`config.mk`:
```
export PLATFORM = sky130hd
export DESIGN_NAME = param_traffic_light_controller
export DESIGN_NICKNAME = d
export VERILOG_FILES = /design/src/rtl/param_traffic_light_controller_pkg.sv /design/src/rtl/param_traffic_light_controller_input_synchroniser.sv /design/src/rtl/param_traffic_light_controller.sv
export SDC_FILE = /design/constraint.sdc
export NUM_CORES = 1
export LEC_CHECK = 0
export ABC_AREA = 1
export ABC_CLOCK_PERIOD_IN_PS = 4000
export CORE_MARGIN = 4
export CORE_UTILIZATION = 35
export CTS_CLUSTER_SIZE = 30
export DETAILED_ROUTE_END_ITERATION = 8
export PLACE_DENSITY = 0.57
export SYNTH_ARGS = -nofsm -noshare
export SYNTH_HDL_FRONTEND = slang
export SYNTH_HIERARCHICAL = 1
export SYNTH_SLANG_ARGS = --single-unit
```
`constraint.sdc`:
```
create_clock -name clk -period 4 [get_ports clk]
set_input_delay 0.8 -clock clk [delete_from_list [all_inputs] [get_ports clk]]
set_output_delay 0.8 -clock clk [all_outputs]
set_load 0.05 [all_outputs]
```
`src/rtl/param_traffic_light_controller_pkg.sv`:
```
// Shared definitions for the parameterised intersection controller:
// state encodings, lamp bit positions, synchroniser lane indices and the
// small BCD helpers used by the countdown timer.
package param_traffic_light_controller_pkg;

    // Controller states (3-bit, kept as plain constants for legacy tools)
    localparam logic [2:0] ST_HG    = 3'd0;  // highway green
    localparam logic [2:0] ST_HY    = 3'd1;  // highway yellow
    localparam logic [2:0] ST_SG    = 3'd2;  // street green
    localparam logic [2:0] ST_SY    = 3'd3;  // street yellow
    localparam logic [2:0] ST_PED   = 3'd4;  // all-red pedestrian walk
    localparam logic [2:0] ST_FLASH = 3'd5;  // night flashing

    // Bit positions inside the internal lamp vector
    localparam int LAMP_RED_HW    = 0;
    localparam int LAMP_YELLOW_HW = 1;
    localparam int LAMP_GREEN_HW  = 2;
    localparam int LAMP_RED_ST    = 3;
    localparam int LAMP_YELLOW_ST = 4;
    localparam int LAMP_GREEN_ST  = 5;
    localparam int LAMP_WALK      = 6;
    localparam int NUM_LAMPS      = 7;

    // Lanes of the shared input synchroniser
    localparam int SYNC_CAR   = 0;
    localparam int SYNC_PED   = 1;
    localparam int SYNC_NIGHT = 2;
    localparam int SYNC_WIDTH = 3;

    // Two-digit BCD countdown value
    typedef struct packed {
        logic [3:0] tens;
        logic [3:0] ones;
    } bcd_t;

    localparam bcd_t BCD_ZERO = '0;

    // Convert a 0..99 constant into its BCD digit pair
    function automatic bcd_t bcd_load(input int value);
        bcd_t r;
        r.tens = 4'((value / 10) % 10);
        r.ones = 4'(value % 10);
        return r;
    endfunction

    // Decrement by one with decimal borrow from the tens digit
    function automatic bcd_t bcd_dec(input bcd_t v);
        bcd_t r;
        r = v;
        if (v.ones == 4'd0) begin
            r.ones = 4'd9;
            r.tens = v.tens - 4'd1;
        end else begin
            r.ones = v.ones - 4'd1;
        end
        return r;
    endfunction

    // True when the value is exactly 01
    function automatic logic bcd_is_one(input bcd_t v);
        return (v.tens == 4'd0) && (v.ones == 4'd1);
    endfunction

    // True when the value is 02 or more
    function automatic logic bcd_gt_one(input bcd_t v);
        return (v.tens != 4'd0) || (v.ones > 4'd1);
    endfunction

endpackage

```
`src/rtl/param_traffic_light_controller_input_synchroniser.sv`:
```
// Multi-bit input synchroniser: each lane is an independent chain of
// STAGES flops, so a lane's output lags its input by STAGES clock cycles.
// Lanes are not coherent with each other; only use it for unrelated bits.
module param_traffic_light_controller_input_synchroniser #(
    parameter int WIDTH  = 1,
    parameter int STAGES = 2
) (
    input  logic             clk,
    input  logic             reset,
    input  logic [WIDTH-1:0] async_bits,
    output logic [WIDTH-1:0] sync_bits
);

    genvar gi;
    generate
        for (gi = 0; gi < WIDTH; gi++) begin : g_lane
            logic [STAGES-1:0] chain_reg;

            // Shift the raw input through the lane's flop chain
            always_ff @(posedge clk or posedge reset) begin
                if (reset) begin
                    chain_reg <= '0;
                end else begin
                    chain_reg <= {chain_reg[STAGES-2:0], async_bits[gi]};
                end
            end

            assign sync_bits[gi] = chain_reg[STAGES-1];
        end
    endgenerate

endmodule

```
`src/rtl/param_traffic_light_controller.sv`:
```
// Highway/street intersection controller with pedestrian walk phase and
// night flashing mode. A prescaler produces a one-cycle tick per second;
// the countdown is kept directly in BCD so the display needs no divider.
// Transitions happen only on a tick, normally when the countdown reads 01.
module param_traffic_light_controller
    import param_traffic_light_controller_pkg::*;
#(
    parameter int CLK_DIV     = 50000000,
    parameter int T_LONG      = 25,
    parameter int T_SHORT     = 5,
    parameter int T_PED       = 10,
    parameter int SYNC_STAGES = 2
) (
    input  logic       clk,
    input  logic       reset,
    input  logic       car_async,
    input  logic       ped_async,
    input  logic       night_async,
    output logic       red_highway,
    output logic       yellow_highway,
    output logic       green_highway,
    output logic       red_street,
    output logic       yellow_street,
    output logic       green_street,
    output logic       walk,
    output logic [3:0] count_tens,
    output logic [3:0] count_ones
);

    localparam int                 PRESC_W    = (CLK_DIV > 2) ? $clog2(CLK_DIV) : 1;
    localparam logic [PRESC_W-1:0] PRESC_LAST = PRESC_W'(CLK_DIV - 1);

    localparam bcd_t LOAD_LONG  = bcd_load(T_LONG);
    localparam bcd_t LOAD_SHORT = bcd_load(T_SHORT);
    localparam bcd_t LOAD_PED   = bcd_load(T_PED);

    // ------------------------------------------------------------------
    // Input synchronisation
    // ------------------------------------------------------------------
    logic [SYNC_WIDTH-1:0] raw_bits;
    logic [SYNC_WIDTH-1:0] sync_bits;
    logic                  car_s;
    logic                  ped_s;
    logic                  night_s;

    assign raw_bits[SYNC_CAR]   = car_async;
    assign raw_bits[SYNC_PED]   = ped_async;
    assign raw_bits[SYNC_NIGHT] = night_async;

    param_traffic_light_controller_input_synchroniser #(
        .WIDTH  (SYNC_WIDTH),
        .STAGES (SYNC_STAGES)
    ) u_input_synchroniser (
        .clk        (clk),
        .reset      (reset),
        .async_bits (raw_bits),
        .sync_bits  (sync_bits)
    );

    assign car_s   = sync_bits[SYNC_CAR];
    assign ped_s   = sync_bits[SYNC_PED];
    assign night_s = sync_bits[SYNC_NIGHT];

    // ------------------------------------------------------------------
    // Seconds prescaler
    // ------------------------------------------------------------------
    logic [PRESC_W-1:0] presc_reg;
    logic               tick;

    assign tick = (presc_reg == PRESC_LAST);

    // Count 0..CLK_DIV-1 and wrap; tick marks the last count
    always_ff @(posedge clk or posedge reset) begin
        if (reset) begin
            presc_reg <= '0;
        end else if (tick) begin
            presc_reg <= '0;
        end else begin
            presc_reg <= presc_reg + PRESC_W'(1);
        end
    end

    // ------------------------------------------------------------------
    // Controller state, countdown, flash phase and pedestrian latch
    // ------------------------------------------------------------------
    logic [2:0] state_reg;
    logic [2:0] state_next;
    bcd_t       timer_reg;
    bcd_t       timer_next;
    logic       phase_reg;
    logic       phase_next;
    logic       ped_prev_reg;
    logic       ped_pending_reg;
    logic       ped_pending_next;
    logic       ped_rise;
    logic       ped_clear;
    logic       timer_is_one;
    logic       timer_gt_one;

    assign timer_is_one = bcd_is_one(timer_reg);
    assign timer_gt_one = bcd_gt_one(timer_reg);
    assign ped_rise     = ped_s & ~ped_prev_reg;

    // Next-state, countdown and flash-phase decisions, evaluated on ticks only
    always_comb begin
        state_next = state_reg;
        timer_next = timer_reg;
        phase_next = phase_reg;
        ped_clear  = 1'b0;

        if (tick) begin
            case (state_reg)
                ST_HG: begin
                    // Night mode pre-empts the highway green at any count
                    if (night_s) begin
                        state_next = ST_FLASH;
                        timer_next = BCD_ZERO;
                    end else if (timer_is_one) begin
                        if (car_s || ped_pending_reg) begin
                            state_next = ST_HY;
                            timer_next = LOAD_SHORT;
                        end
                    end else if (timer_gt_one) begin
                        timer_next = bcd_dec(timer_reg);
                    end
                end
                ST_HY: begin
                    if (timer_is_one) begin
                        if (ped_pending_reg) begin
                            state_next = ST_PED;
                            timer_next = LOAD_PED;
                            ped_clear  = 1'b1;
                        end else begin
                            state_next = ST_SG;
                            timer_next = LOAD_LONG;
                        end
                    end else if (timer_gt_one) begin
                        timer_next = bcd_dec(timer_reg);
                    end
                end
                ST_SG: begin
                    // An empty street ends the street green early
                    if (!car_s || timer_is_one) begin
                        state_next = ST_SY;
                        timer_next = LOAD_SHORT;
                    end else if (timer_gt_one) begin
                        timer_next = bcd_dec(timer_reg);
                    end
                end
                ST_SY: begin
                    if (timer_is_one) begin
                        state_next = ST_HG;
                        timer_next = LOAD_LONG;
                    end else if (timer_gt_one) begin
                        timer_next = bcd_dec(timer_reg);
                    end
                end
                ST_PED: begin
                    if (timer_is_one) begin
                        state_next = car_s ? ST_SG : ST_HG;
                        timer_next = LOAD_LONG;
                    end else if (timer_gt_one) begin
                        timer_next = bcd_dec(timer_reg);
                    end
                end
                ST_FLASH: begin
                    // Leaving night mode discards any stale walk request
                    if (!night_s) begin
                        state_next = ST_HG;
                        timer_next = LOAD_LONG;
                        ped_clear  = 1'b1;
                    end else begin
                        phase_next = ~phase_reg;
                    end
                end
                default: begin
                    state_next = ST_HG;
                    timer_next = LOAD_LONG;
                end
            endcase
        end

        // Each flashing period starts dark
        if (state_next != ST_FLASH) begin
            phase_next = 1'b0;
        end
    end

    // Pedestrian latch: a new press wins over a simultaneous clear
    always_comb begin
        ped_pending_next = ped_pending_reg;
        if (ped_rise) begin
            ped_pending_next = 1'b1;
        end else if (ped_clear) begin
            ped_pending_next = 1'b0;
        end
    end

    // Register the controller state
    always_ff @(posedge clk or posedge reset) begin
        if (reset) begin
            state_reg       <= ST_HG;
            timer_reg       <= LOAD_LONG;
            phase_reg       <= 1'b0;
            ped_prev_reg    <= 1'b0;
            ped_pending_reg <= 1'b0;
        end else begin
            state_reg       <= state_next;
            timer_reg       <= timer_next;
            phase_reg       <= phase_next;
            ped_prev_reg    <= ped_s;
            ped_pending_reg <= ped_pending_next;
        end
    end

    // ------------------------------------------------------------------
    // Lamp decode straight from registered state (no extra latency)
    // ------------------------------------------------------------------
    logic [NUM_LAMPS-1:0] lamps;

    // Map each state to its lamp pattern; unknown states show all red
    always_comb begin
        lamps = '0;
        case (state_reg)
            ST_HG: begin
                lamps[LAMP_GREEN_HW] = 1'b1;
                lamps[LAMP_RED_ST]   = 1'b1;
            end
            ST_HY: begin
                lamps[LAMP_YELLOW_HW] = 1'b1;
                lamps[LAMP_RED_ST]    = 1'b1;
            end
            ST_SG: begin
                lamps[LAMP_RED_HW]   = 1'b1;
                lamps[LAMP_GREEN_ST] = 1'b1;
            end
            ST_SY: begin
                lamps[LAMP_RED_HW]    = 1'b1;
                lamps[LAMP_YELLOW_ST] = 1'b1;
            end
            ST_PED: begin
                lamps[LAMP_RED_HW] = 1'b1;
                lamps[LAMP_RED_ST] = 1'b1;
                lamps[LAMP_WALK]   = 1'b1;
            end
            ST_FLASH: begin
                lamps[LAMP_YELLOW_HW] = phase_reg;
                lamps[LAMP_RED_ST]    = phase_reg;
            end
            default: begin
                lamps[LAMP_RED_HW] = 1'b1;
                lamps[LAMP_RED_ST] = 1'b1;
            end
        endcase
    end

    assign red_highway    = lamps[LAMP_RED_HW];
    assign yellow_highway = lamps[LAMP_YELLOW_HW];
    assign green_highway  = lamps[LAMP_GREEN_HW];
    assign red_street     = lamps[LAMP_RED_ST];
    assign yellow_street  = lamps[LAMP_YELLOW_ST];
    assign green_street   = lamps[LAMP_GREEN_ST];
    assign walk           = lamps[LAMP_WALK];
    assign count_tens     = timer_reg.tens;
    assign count_ones     = timer_reg.ones;

endmodule

```
* Word-level counts from Yosys, hierarchy flattened
Cells that the tools add are included.
W data, S select, Z words.
** Cells by class
- Reduce and logical (&&, ||, !) cells :: 18
- Multiplexer cells :: 43
- Equality and inequality tests :: 10
- Add/sub/neg operators :: 3
- Magnitude comparators :: 1
- Bitwise logic cells :: 3
** Operators with widths (number)
- $mux W8 :: 8
- $pmux W8 S5 :: 1
- $mux W3 :: 10
- $add A26 B1 Y26 const B :: 1
- $eq A26 B26 Y1 const B :: 1
- $mux W26 :: 1
- $pmux W3 S6 :: 1
- $mux W1 :: 15
- $logic_not A4 Y1 :: 2
- $mux W4 :: 2
- $reduce_bool A2 Y1 :: 4
- $sub A4 B1 Y4 const B :: 2
- $eq A3 B2 Y1 const B :: 2
- $eq A3 B3 Y1 const B :: 2
- $mux W6 :: 1
- $pmux W1 S2 :: 3
- $reduce_and A3 Y1 :: 2
- $eq A4 B1 Y1 const B :: 1
- $gt A4 B1 Y1 const B :: 1
- $ne A4 B3 Y1 const B :: 1
- $reduce_bool A4 Y1 :: 1
- $reduce_or A2 Y1 :: 2
- $eq A3 B1 Y1 const B :: 1
- $logic_not A3 Y1 :: 1
- other kinds (9) :: 12
** Storage, ports and cells
- Logic and storage cells :: 88
- Output and inout port bits :: 15
- Input bits :: 5
- Bits in registers :: 46

* Depth between registers and ports, before layout
Gate-level depths: netlist of run 1.
- Depth after elaboration :: 9
- Mapped depth :: 12
- Depth with buffers taken out :: 12

* By module
The synthesis of run 1 kept the hierarchy.
** Modules (own cells, without submodules)
- param_traffic_light_controller :: instances 1, cells each 384, area an instance 2625.0 um^2, seq. area each 1004.7 um^2
- param_traffic_light_controller_input_synchroniser :: instances 1, cells each 10, area an instance 176.4 um^2, seq. area each 150.1 um^2

* Worst setup path before layout of run 1
No wires, ideal clock.
- Kind :: reg2out
- Start point :: register state_reg[2]
- End point :: output port red_street
- Path slack :: 1808 ps
- Data required time :: 3200 ps
- Arrival :: 1392 ps
- Stages on the path, launching flop included :: 4
- Buffers on the path :: 0
- Cells stage by stage :: dfrtp_1 inv_2 nor2_1 a31oi_1
** On the way
- Word-level cells in the longest chain between the ends :: 3
** Ends and longest elaborated chain
- start, declared :: RTL line param_traffic_light_controller.sv:86 : logic [2:0] state_reg;
- start signal, assigned :: RTL line param_traffic_light_controller.sv:208 : state_reg <= state_next;
- $eq A3 B2 Y1 :: RTL line param_traffic_light_controller.sv:224 : case (state_reg)
- $reduce_or A2 Y1 (no line)
- $pmux W1 S2 * :: RTL line param_traffic_light_controller.sv:224
- end, declared :: RTL line param_traffic_light_controller.sv:22 : output logic red_street,
Mark *: on every way between the ends. The rest lies on a longest branch, timed or not.

* Worst setup path after layout of run 1
- Start point :: register state_reg[2]
- End point :: output port green_street
** On the way
- Word-level cells in the longest chain between the ends :: 2
** Ends and longest elaborated chain
- $eq A3 B2 Y1 :: RTL line param_traffic_light_controller.sv:224
- $mux W1 :: RTL line param_traffic_light_controller.sv:224
- end, declared :: RTL line param_traffic_light_controller.sv:24 : output logic green_street,
No other way between the ends.

==> results of run 1 <==
-- placed cells by master (no fill, tap or decap), drive strengths merged --
cell type / Yosys / layout
o221a: 1 / 1
nor3: 12 / 12
nor3b: 1 / 1
dfrtp: 43 / 43
or2: 1 / 1
nand4: 11 / 11
nor2: 79 / 79
xor2: 11 / 11
nand3b: 1 / 1
a21oi: 7 / 7
o21ai: 19 / 19
clkbuf: 1 / 5
dfstp: 3 / 3
nand3: 40 / 40
inv: 57 / 58
clkinv: 0 / 1
a31oi: 2 / 2
o21bai: 1 / 1
nand2: 85 / 85
buf: 6 / 1
xnor2: 2 / 2
a211oi: 1 / 1
nor4: 7 / 7
clkinvlp: 0 / 1
ha: 2 / 2
clkdlybuf4s50: 0 / 19
a21boi: 1 / 1
-- cells in the mapped netlist --
| library cell | instances |
|---|---|
| sky130_fd_sc_hd__buf_4 | 4 |
| sky130_fd_sc_hd__dfrtp_1 | 43 |
| sky130_fd_sc_hd__o221a_2 | 1 |
| sky130_fd_sc_hd__nor2_2 | 7 |
| sky130_fd_sc_hd__nor3_1 | 9 |
| sky130_fd_sc_hd__nor4_1 | 7 |
| sky130_fd_sc_hd__nor2_1 | 71 |
| sky130_fd_sc_hd__nor3b_1 | 1 |
| sky130_fd_sc_hd__ha_1 | 2 |
| sky130_fd_sc_hd__clkbuf_1 | 1 |
| sky130_fd_sc_hd__nor2_4 | 1 |
| sky130_fd_sc_hd__a211oi_1 | 1 |
| sky130_fd_sc_hd__xor2_1 | 11 |
| sky130_fd_sc_hd__xnor2_1 | 2 |
| sky130_fd_sc_hd__nand2_2 | 3 |
| sky130_fd_sc_hd__nand3_2 | 2 |
| sky130_fd_sc_hd__inv_1 | 48 |
| sky130_fd_sc_hd__nand4_1 | 11 |
| sky130_fd_sc_hd__a21boi_0 | 1 |
| sky130_fd_sc_hd__a21oi_1 | 7 |
| sky130_fd_sc_hd__dfstp_2 | 3 |
| sky130_fd_sc_hd__buf_2 | 1 |
| sky130_fd_sc_hd__nand3_1 | 38 |
| sky130_fd_sc_hd__a31oi_1 | 2 |
| sky130_fd_sc_hd__o21ai_0 | 10 |
| sky130_fd_sc_hd__buf_6 | 1 |
| sky130_fd_sc_hd__o21bai_1 | 1 |
| sky130_fd_sc_hd__nor3_2 | 3 |
| sky130_fd_sc_hd__o21ai_1 | 9 |
| sky130_fd_sc_hd__or2_2 | 1 |
| sky130_fd_sc_hd__inv_2 | 9 |
| sky130_fd_sc_hd__nand3b_1 | 1 |
| sky130_fd_sc_hd__nand2_1 | 82 |
-- area by class of cell --
cell class                 count  area share
clock buffer                   5     0.02170
clock inverter                 3    0.007893
inverter                      57     0.06748
multi-input combinational    284      0.4361
sequential                    46      0.3642
tap                          102     0.04025
timing repair buffer          20     0.06235
-- worst max-delay path, stage by stage (launching register included) --
cell and delay [ns]:
sky130_fd_sc_hd__dfrtp_1 0.47, sky130_fd_sc_hd__nor2_1 0.27, sky130_fd_sc_hd__inv_2 0.07, sky130_fd_sc_hd__nor2_2 0.15, sky130_fd_sc_hd__clkdlybuf4s50_1 0.83
-- power groups by stage --
stage / Combinational, mW / Clock [mW] / Sequential, mW
floorplan: 0.0140 / 0 / 0.478
global placement: 0.0204 / 0 / 0.479
detailed placement: 0.0205 / 0 / 0.479
CTS: 0.0205 / 0.310 / 0.470
global route: 0.0228 / 0.332 / 0.471
finish: 0.0196 / 0.298 / 0.470
-- metrics by stage --
step | area, sq um | util
after floorplan | 2801 | -
after global placement | 3077 | 0.3961
after detailed placement | 3077 | 0.3961
after CTS | 3171 | 0.4082
after global routing | 3171 | 0.4082
final | 3171 | 0.4082
-- logic make-up after synthesis --
logic type / after synthesis / synth area share
DFF: 46 / 0.4122
AOI/OAI and AO/OA: 32 / 0.06297
xor gates and xnor gates: 13 / 0.04064
and+or+nand+nor: 237 / 0.3810
buffers and inverters: 64 / 0.09423
adders and majority gates: 2 / 0.008931
-- path summary, 6_finish.rpt --
| path | startpoint | end | slack (ns) | cells past startpoint |
|---|---|---|---|---|
| min in group asynchronous | reset | u_input_synchroniser/g_lane[0].chain_reg[1] | 0.75 | 2 |
| setup / recovery | state_reg[2] | green_street | 1.11 | 4 |
| hold reg to reg | u_input_synchroniser/g_lane[2].chain_reg[0] | u_input_synchroniser/g_lane[2].chain_reg[1] | 0.36 | 0 |
| max in group asynchronous | reset | count_ones[0] | 2.24 | 3 |
| setup reg to reg | presc_reg[0] | phase_reg | 1.89 | 8 |
| hold / removal | u_input_synchroniser/g_lane[2].chain_reg[0] | u_input_synchroniser/g_lane[2].chain_reg[1] | 0.36 | 0 |
-- metal layers --
metal / track usage / up-vias / part of all wire
met3: 0.02584 / 4 / 0.042
met2: 0.2088 / 48 / 0.43
met4: 0.02875 / 0 / 0.0078
met5: 0 / - / 0
li1: - / 1304 / -
met1: 0.2123 / 1153 / 0.52
==> parameters.txt, run 1 <==
Parameter                              Value

Timing
  Post-route minimum period ... 2.889 ns
  Fin. Hold Viols ... 0
  Max-slew violation total from the final report ... 0
  Achievable frequency ... 0.3461 GHz
  Worst hold margin ... 0.3593 ns
  Clk_skew ... 0.003393 ns
  Slew @ Worst Pin ... 0.6785 ns
  Slew margin rel. ... 0.5471
  Total Neg Setup Slack ... 0 ns
  Final period utilization ... 0.7223
  Unrepaired setup endpoints after global routing ... no
  Final worst setup slack ... 1.111 ns
  Number of setup violations in the final report ... 0

Power
  Internal power of the cells ... 0.6005 mW
  Comb pwr share ... 0.025
  Share of power burned in the clock network ... 0.378
  Switching power as a share of total power ... 0.2370
  IR drop worst, VDD ... 148.2 uV
  Total Power Consumption ... 0.7871 mW
  Power density over the cells ... 248.2 nW/um^2
  Sequential fraction of design power ... 0.597
  Net load switching power ... 0.1865 mW
  Leakage power ... 1.491 nW

Synth
  Distinct cell type count after synthesis ... 33
  Cell Area, Synth ... 2801 sq um
  Post-synthesis register bit count ... 46
  Number of nets produced by synthesis ... 401
  Fraction of the yosys area taken by sequential cells ... 0.4122
  Cell type contributing the most total cell area after synthesis ... sky130_fd_sc_hd__dfrtp_1
  Synthesis Warnings ... 6
  Gate count of the mapped netlist ... 394
  Top post-synthesis cells by area ... sky130_fd_sc_hd__dfrtp_1, sky130_fd_sc_hd__nand2_1, sky130_fd_sc_hd__nor2_1, sky130_fd_sc_hd__nand3_1, sky130_fd_sc_hd__inv_1
  Average size of a mapped cell ... 7.110 sq um
  Fraction of post-synthesis cell area in the top cell type by area ... 0.3841

Status
  Run status ... finished, final reports clean

Place
  Pre-CTS setup slack ... 1.449 ns
  Half-perimeter wire length of the detailed placement result ... 5.222 mm
  Weighted congestion reported at the end of routability-driven placement ... 0.9294
  Input/output buffers ... 19
  Cells after DPL ... 509

GRT
  Overflow after GRT ... 0
  Number of antenna violations at the first check in global routing ... 0
  Global-route wire length before repair ... 11.03 mm
  Maximum number of pins on one net before global-route repair ... 24
  Total GRT Usage ... 0.1403
  Vias in the first global route ... 2305

Finish
  Max reg flops ... 26
  Antenna diodes ... 0
  Nets ... 421
  Final Non-Filler Cells ... 517
  Total area of multi-input combinational cells ... 1383 sq um
  Combined flip-flop and latch cell area ... 1155 sq um
  Synthesis-to-finish area growth ... 13.18%
  Fill cell count ... 835
  Share of final-layout standard cells stronger than drive strength 1 ... 0.09398

Die
  X dimension of the die ... 97.47 um
  Starting utilization of the core area ... 0.3607
  Floorplan die area ... 9499 sq um
  I/O pins ... 20
  Site Rows ... 32
  Core region area ... 7767 sq um
  Die height ... 97.47 um

Routing
  Wire length per cell ... 12.61 um
  DRC Markers ... 0
  Vias per cell ... 4.853
  Vias ... 2509
  Number of DRC violations after detailed-routing iteration 0 ... 168
  Routed wire length ... 6.521 mm
  Detail Route Antenna Nets ... 0
  First-pass iteration count of the detailed router ... 4

Job
  Number of max-cap violations ... 0

Clock network
  Later-pin clock latency in the skew report ... 0.30 ns
  CTS tree ... yes
  Post-CTS Setup Bufs ... 0
  Post-cts resize count ... 0
  CTS Buf Count ... 5
  Max clock buf depth ... 2
  CTS Sinks ... 46
  Count of hold-fix buffers inserted at cts ... 0
  Clock tree root buffer cell ... sky130_fd_sc_hd__clkbuf_8
  Worst-path clk slew ... 0.09 ns
  H-tree lvl count ... 2

Worst setup path
  Crit end category ... output pin
  Maximum fanout along the worst path ... 7
  Kind of launch point of the worst setup path ... flip-flop
  Data required time of the critical path ... 3.20 ns
  Data arrival time of the critical path ... 2.09 ns
  CP Class ... flip-flop to output pin

Hold path
  Worst Hold Class ... flip-flop to flip-flop
No activity file was read; power rests on OpenSTA's default activity.
==> run 2, diff against run 1 <==
--- a/config.mk
+++ b/config.mk
@@ -6,12 +6,12 @@
 export NUM_CORES = 1
 export LEC_CHECK = 0
 export ABC_AREA = 1
-export ABC_CLOCK_PERIOD_IN_PS = 4000
+export ABC_CLOCK_PERIOD_IN_PS = 2300
 export CORE_MARGIN = 4
 export CORE_UTILIZATION = 35
 export CTS_CLUSTER_SIZE = 30
 export DETAILED_ROUTE_END_ITERATION = 8
-export PLACE_DENSITY = 0.57
+export PLACE_DENSITY = 0.59
 export SYNTH_ARGS = -nofsm -noshare
 export SYNTH_HDL_FRONTEND = slang
 export SYNTH_HIERARCHICAL = 1
==> constraint.sdc (replaced) <==
create_clock -name clk -period 2.3 [get_ports clk]
set_input_delay 0.46 -clock clk [delete_from_list [all_inputs] [get_ports clk]]
set_output_delay 0.46 -clock clk [all_outputs]
set_load 0.05 [all_outputs]
==> run 2 against run 1 <==
  * Flip-flop and latch count did not move
  * Critical path depth down 3
  * Sequential power rose by 74%
  * Core utilization about the same
  * Die area did not move
  * Register-to-register slack worse by 1.6 ns
  * Count of clock-buffer cells in the layout unchanged
  * Clock skew hardly changed
  * Sequential share of layout area hardly changed
  * Critical path type unchanged
  * Largest cell class unchanged
==> parameters.txt, run 2 (synthesis results as in run 1) <==
Parameter                              Value

Status
  Run status ... finished, final reports clean

GRT
  Maximum number of pins on one net before global-route repair ... 41
  Global-route wire length before repair ... 11.36 mm
  Total GRT Usage ... 0.1433
  Vias in the first global route ... 2429
  Number of antenna violations at the first check in global routing ... 0
  Overflow after GRT ... 0

Routing
  Number of DRC violations after detailed-routing iteration 0 ... 156
  First-pass iteration count of the detailed router ... 4
  Vias per cell ... 4.877
  Routed wire length ... 6.570 mm
  Vias ... 2536
  Detail Route Antenna Nets ... 0
  Wire length per cell ... 12.63 um
  DRC Markers ... 0

Job
  Number of max-cap violations ... 0

Clock network
  CTS Sinks ... 46
  Later-pin clock latency in the skew report ... 0.30 ns
  Clock tree root buffer cell ... sky130_fd_sc_hd__clkbuf_8
  H-tree lvl count ... 2
  CTS Buf Count ... 5
  Post-cts resize count ... 0
  Post-CTS Setup Bufs ... 0
  Count of hold-fix buffers inserted at cts ... 0
  Worst-path clk slew ... 0.09 ns
  Max clock buf depth ... 2
  CTS tree ... yes

Power
  Total Power Consumption ... 1.347 mW
  Sequential fraction of design power ... 0.607
  Share of power burned in the clock network ... 0.368
  Comb pwr share ... 0.025
  Power density over the cells ... 424.7 nW/um^2
  Leakage power ... 1.515 nW
  IR drop worst, VDD ... 290.7 uV
  Internal power of the cells ... 1.038 mW
  Switching power as a share of total power ... 0.2291
  Net load switching power ... 0.3086 mW

Worst setup path
  Worst reg-to-reg setup slack ... 0.28 ns
  CP Buf/Inv Count ... 1
  Crit end category ... output pin
  CP Class ... flip-flop to output pin
  Data arrival time of the critical path ... 1.67 ns
  Ordered list of cells on the worst path ... clkdlybuf4s50_1
  Kind of launch point of the worst setup path ... flip-flop
  R2r worst-path depth ... 11
  Crit-path max cell delay ... 0.80 ns
  Reg-to-Reg Start ... count_tens[0]
  Maximum fanout along the worst path ... 5
  Largest delay share family, worst path ... buffers and inverters
  Worst flop-to-flop path endpoint ... count_tens[0]
  Data required time of the critical path ... 1.84 ns
  Cell with the biggest individual delay on the critical path ... sky130_fd_sc_hd__clkdlybuf4s50_1

Timing
  Max-slew violation total from the final report ... 0
  Final period utilization ... 0.9279
  Slew margin rel. ... 0.6552
  Unrepaired setup endpoints after global routing ... no
  Slew @ Worst Pin ... 0.5172 ns
  Number of setup violations in the final report ... 0
  Post-route minimum period ... 2.134 ns
  Clk_skew ... 0.003149 ns
  Achievable frequency ... 0.4686 GHz
  Fin. Hold Viols ... 0
  Total Neg Setup Slack ... 0 ns
  Final worst setup slack ... 0.1658 ns

Die
  I/O pins ... 20
  Core region area ... 7767 sq um
  X dimension of the die ... 97.47 um
  Die height ... 97.47 um
  Floorplan die area ... 9499 sq um
  Starting utilization of the core area ... 0.3607
  Site Rows ... 32

Finish
  Commonest cells after routing, fill and taps aside ... sky130_fd_sc_hd__nand2_1, sky130_fd_sc_hd__nor2_1, sky130_fd_sc_hd__inv_1, sky130_fd_sc_hd__dfrtp_1, sky130_fd_sc_hd__nand3_1
  Fill cell count ... 825
  Final design area excluding fillers ... 3172 sq um
  Most common cell after layout, fill and taps aside ... sky130_fd_sc_hd__nand2_1
  Max reg flops ... 26
  Nets ... 424
  Synthesis-to-finish area growth ... 13.22%
  Antenna diodes ... 0
  Share of final-layout standard cells stronger than drive strength 1 ... 0.1172

Place
  Total cell area at the placement stage ... 3082 sq um
  Input/output buffers ... 19
  Pre-CTS setup slack ... 0.3025 ns
  Weighted congestion reported at the end of routability-driven placement ... 0.8794
  Half-perimeter wire length of the detailed placement result ... 5.074 mm

Hold path
  Worst Hold Path Cells ... 0
  Worst Hold Class ... flip-flop to flip-flop
  Terminating pin of the worst hold path ... u_input_synchroniser/g_lane[0].chain_reg[1]
  Hold Crit Start ... u_input_synchroniser/g_lane[0].chain_reg[0]
## run 2: cell count changes in the layout (fill, tap and decap cells not counted)
cell                              change
sky130_fd_sc_hd__inv_6                -1
sky130_fd_sc_hd__clkdlybuf4s50_1      -7
sky130_fd_sc_hd__buf_4               +10
sky130_fd_sc_hd__clkinv_2             +1
## run 2: worst reg2reg max path, stage by stage, from the launching register on
cell and delay (ns):
sky130_fd_sc_hd__dfrtp_1 0.39, sky130_fd_sc_hd__inv_1 0.12, sky130_fd_sc_hd__ha_1 0.21, sky130_fd_sc_hd__nand2_1 0.06, sky130_fd_sc_hd__nor2_1 0.23, sky130_fd_sc_hd__nand2_1 0.30
sky130_fd_sc_hd__nand3_1 0.19, sky130_fd_sc_hd__nand3_2 0.15, sky130_fd_sc_hd__nand3_1 0.10, sky130_fd_sc_hd__nand2_1 0.06, sky130_fd_sc_hd__nand2_1 0.05, sky130_fd_sc_hd__o21ai_1 0.05
## run 2: layer usage
layer  global-route usage  share of wire  up-vias
met5                    0              0        -
met4              0.03621         0.0087        0
met3              0.03015          0.047        5
met2               0.2325           0.47       48
met1               0.1951           0.48     1173
li1                     -              -     1310
## run 2: power groups by stage
| stage | Sequential [mW] | Combinational, mW | Clock, mW |
|---|---|---|---|
| floorplan | 0.831 | 0.0243 | 0 |
| global placement | 0.833 | 0.0351 | 0 |
| detailed placement | 0.833 | 0.0356 | 0 |
| CTS | 0.818 | 0.0356 | 0.523 |
| global route | 0.818 | 0.0402 | 0.561 |
| finish | 0.817 | 0.0335 | 0.496 |
## run 2: area by class of cell
type / instances / area (sq um) / share of cell area
timing repair buffer: 23 / 202.7 / 0.06391
multi-input combinational: 284 / 1383 / 0.4359
tap: 102 / 127.6 / 0.04024
inverter: 57 / 214.0 / 0.06746
sequential: 46 / 1155 / 0.3641
clock buffer: 5 / 68.82 / 0.02170
clock inverter: 3 / 21.27 / 0.006706
## run 2: worst max-delay path by stage
stage                  startpoint             to  slack, ns  cells past startpoint
floorplan           count_tens[0]      phase_reg       0.31                     12
global placement    count_tens[0]      phase_reg       0.30                     10
detailed placement  count_tens[0]      phase_reg       0.30                     10
CTS                 count_ones[2]  count_ones[2]       0.14                      1
global route        count_tens[0]      phase_reg       0.04                     10
finish              count_ones[2]  count_ones[2]       0.17                      1
## run 2: metrics by stage
stage,hold WS [ns],cells,util
after floorplan,0.2510,394,-
after global placement,0.3330,512,0.3967
after detailed placement,0.3405,512,0.3967
after CTS,0.3618,520,0.4083
after global routing,0.3672,520,0.4083
final,0.3575,520,0.4083
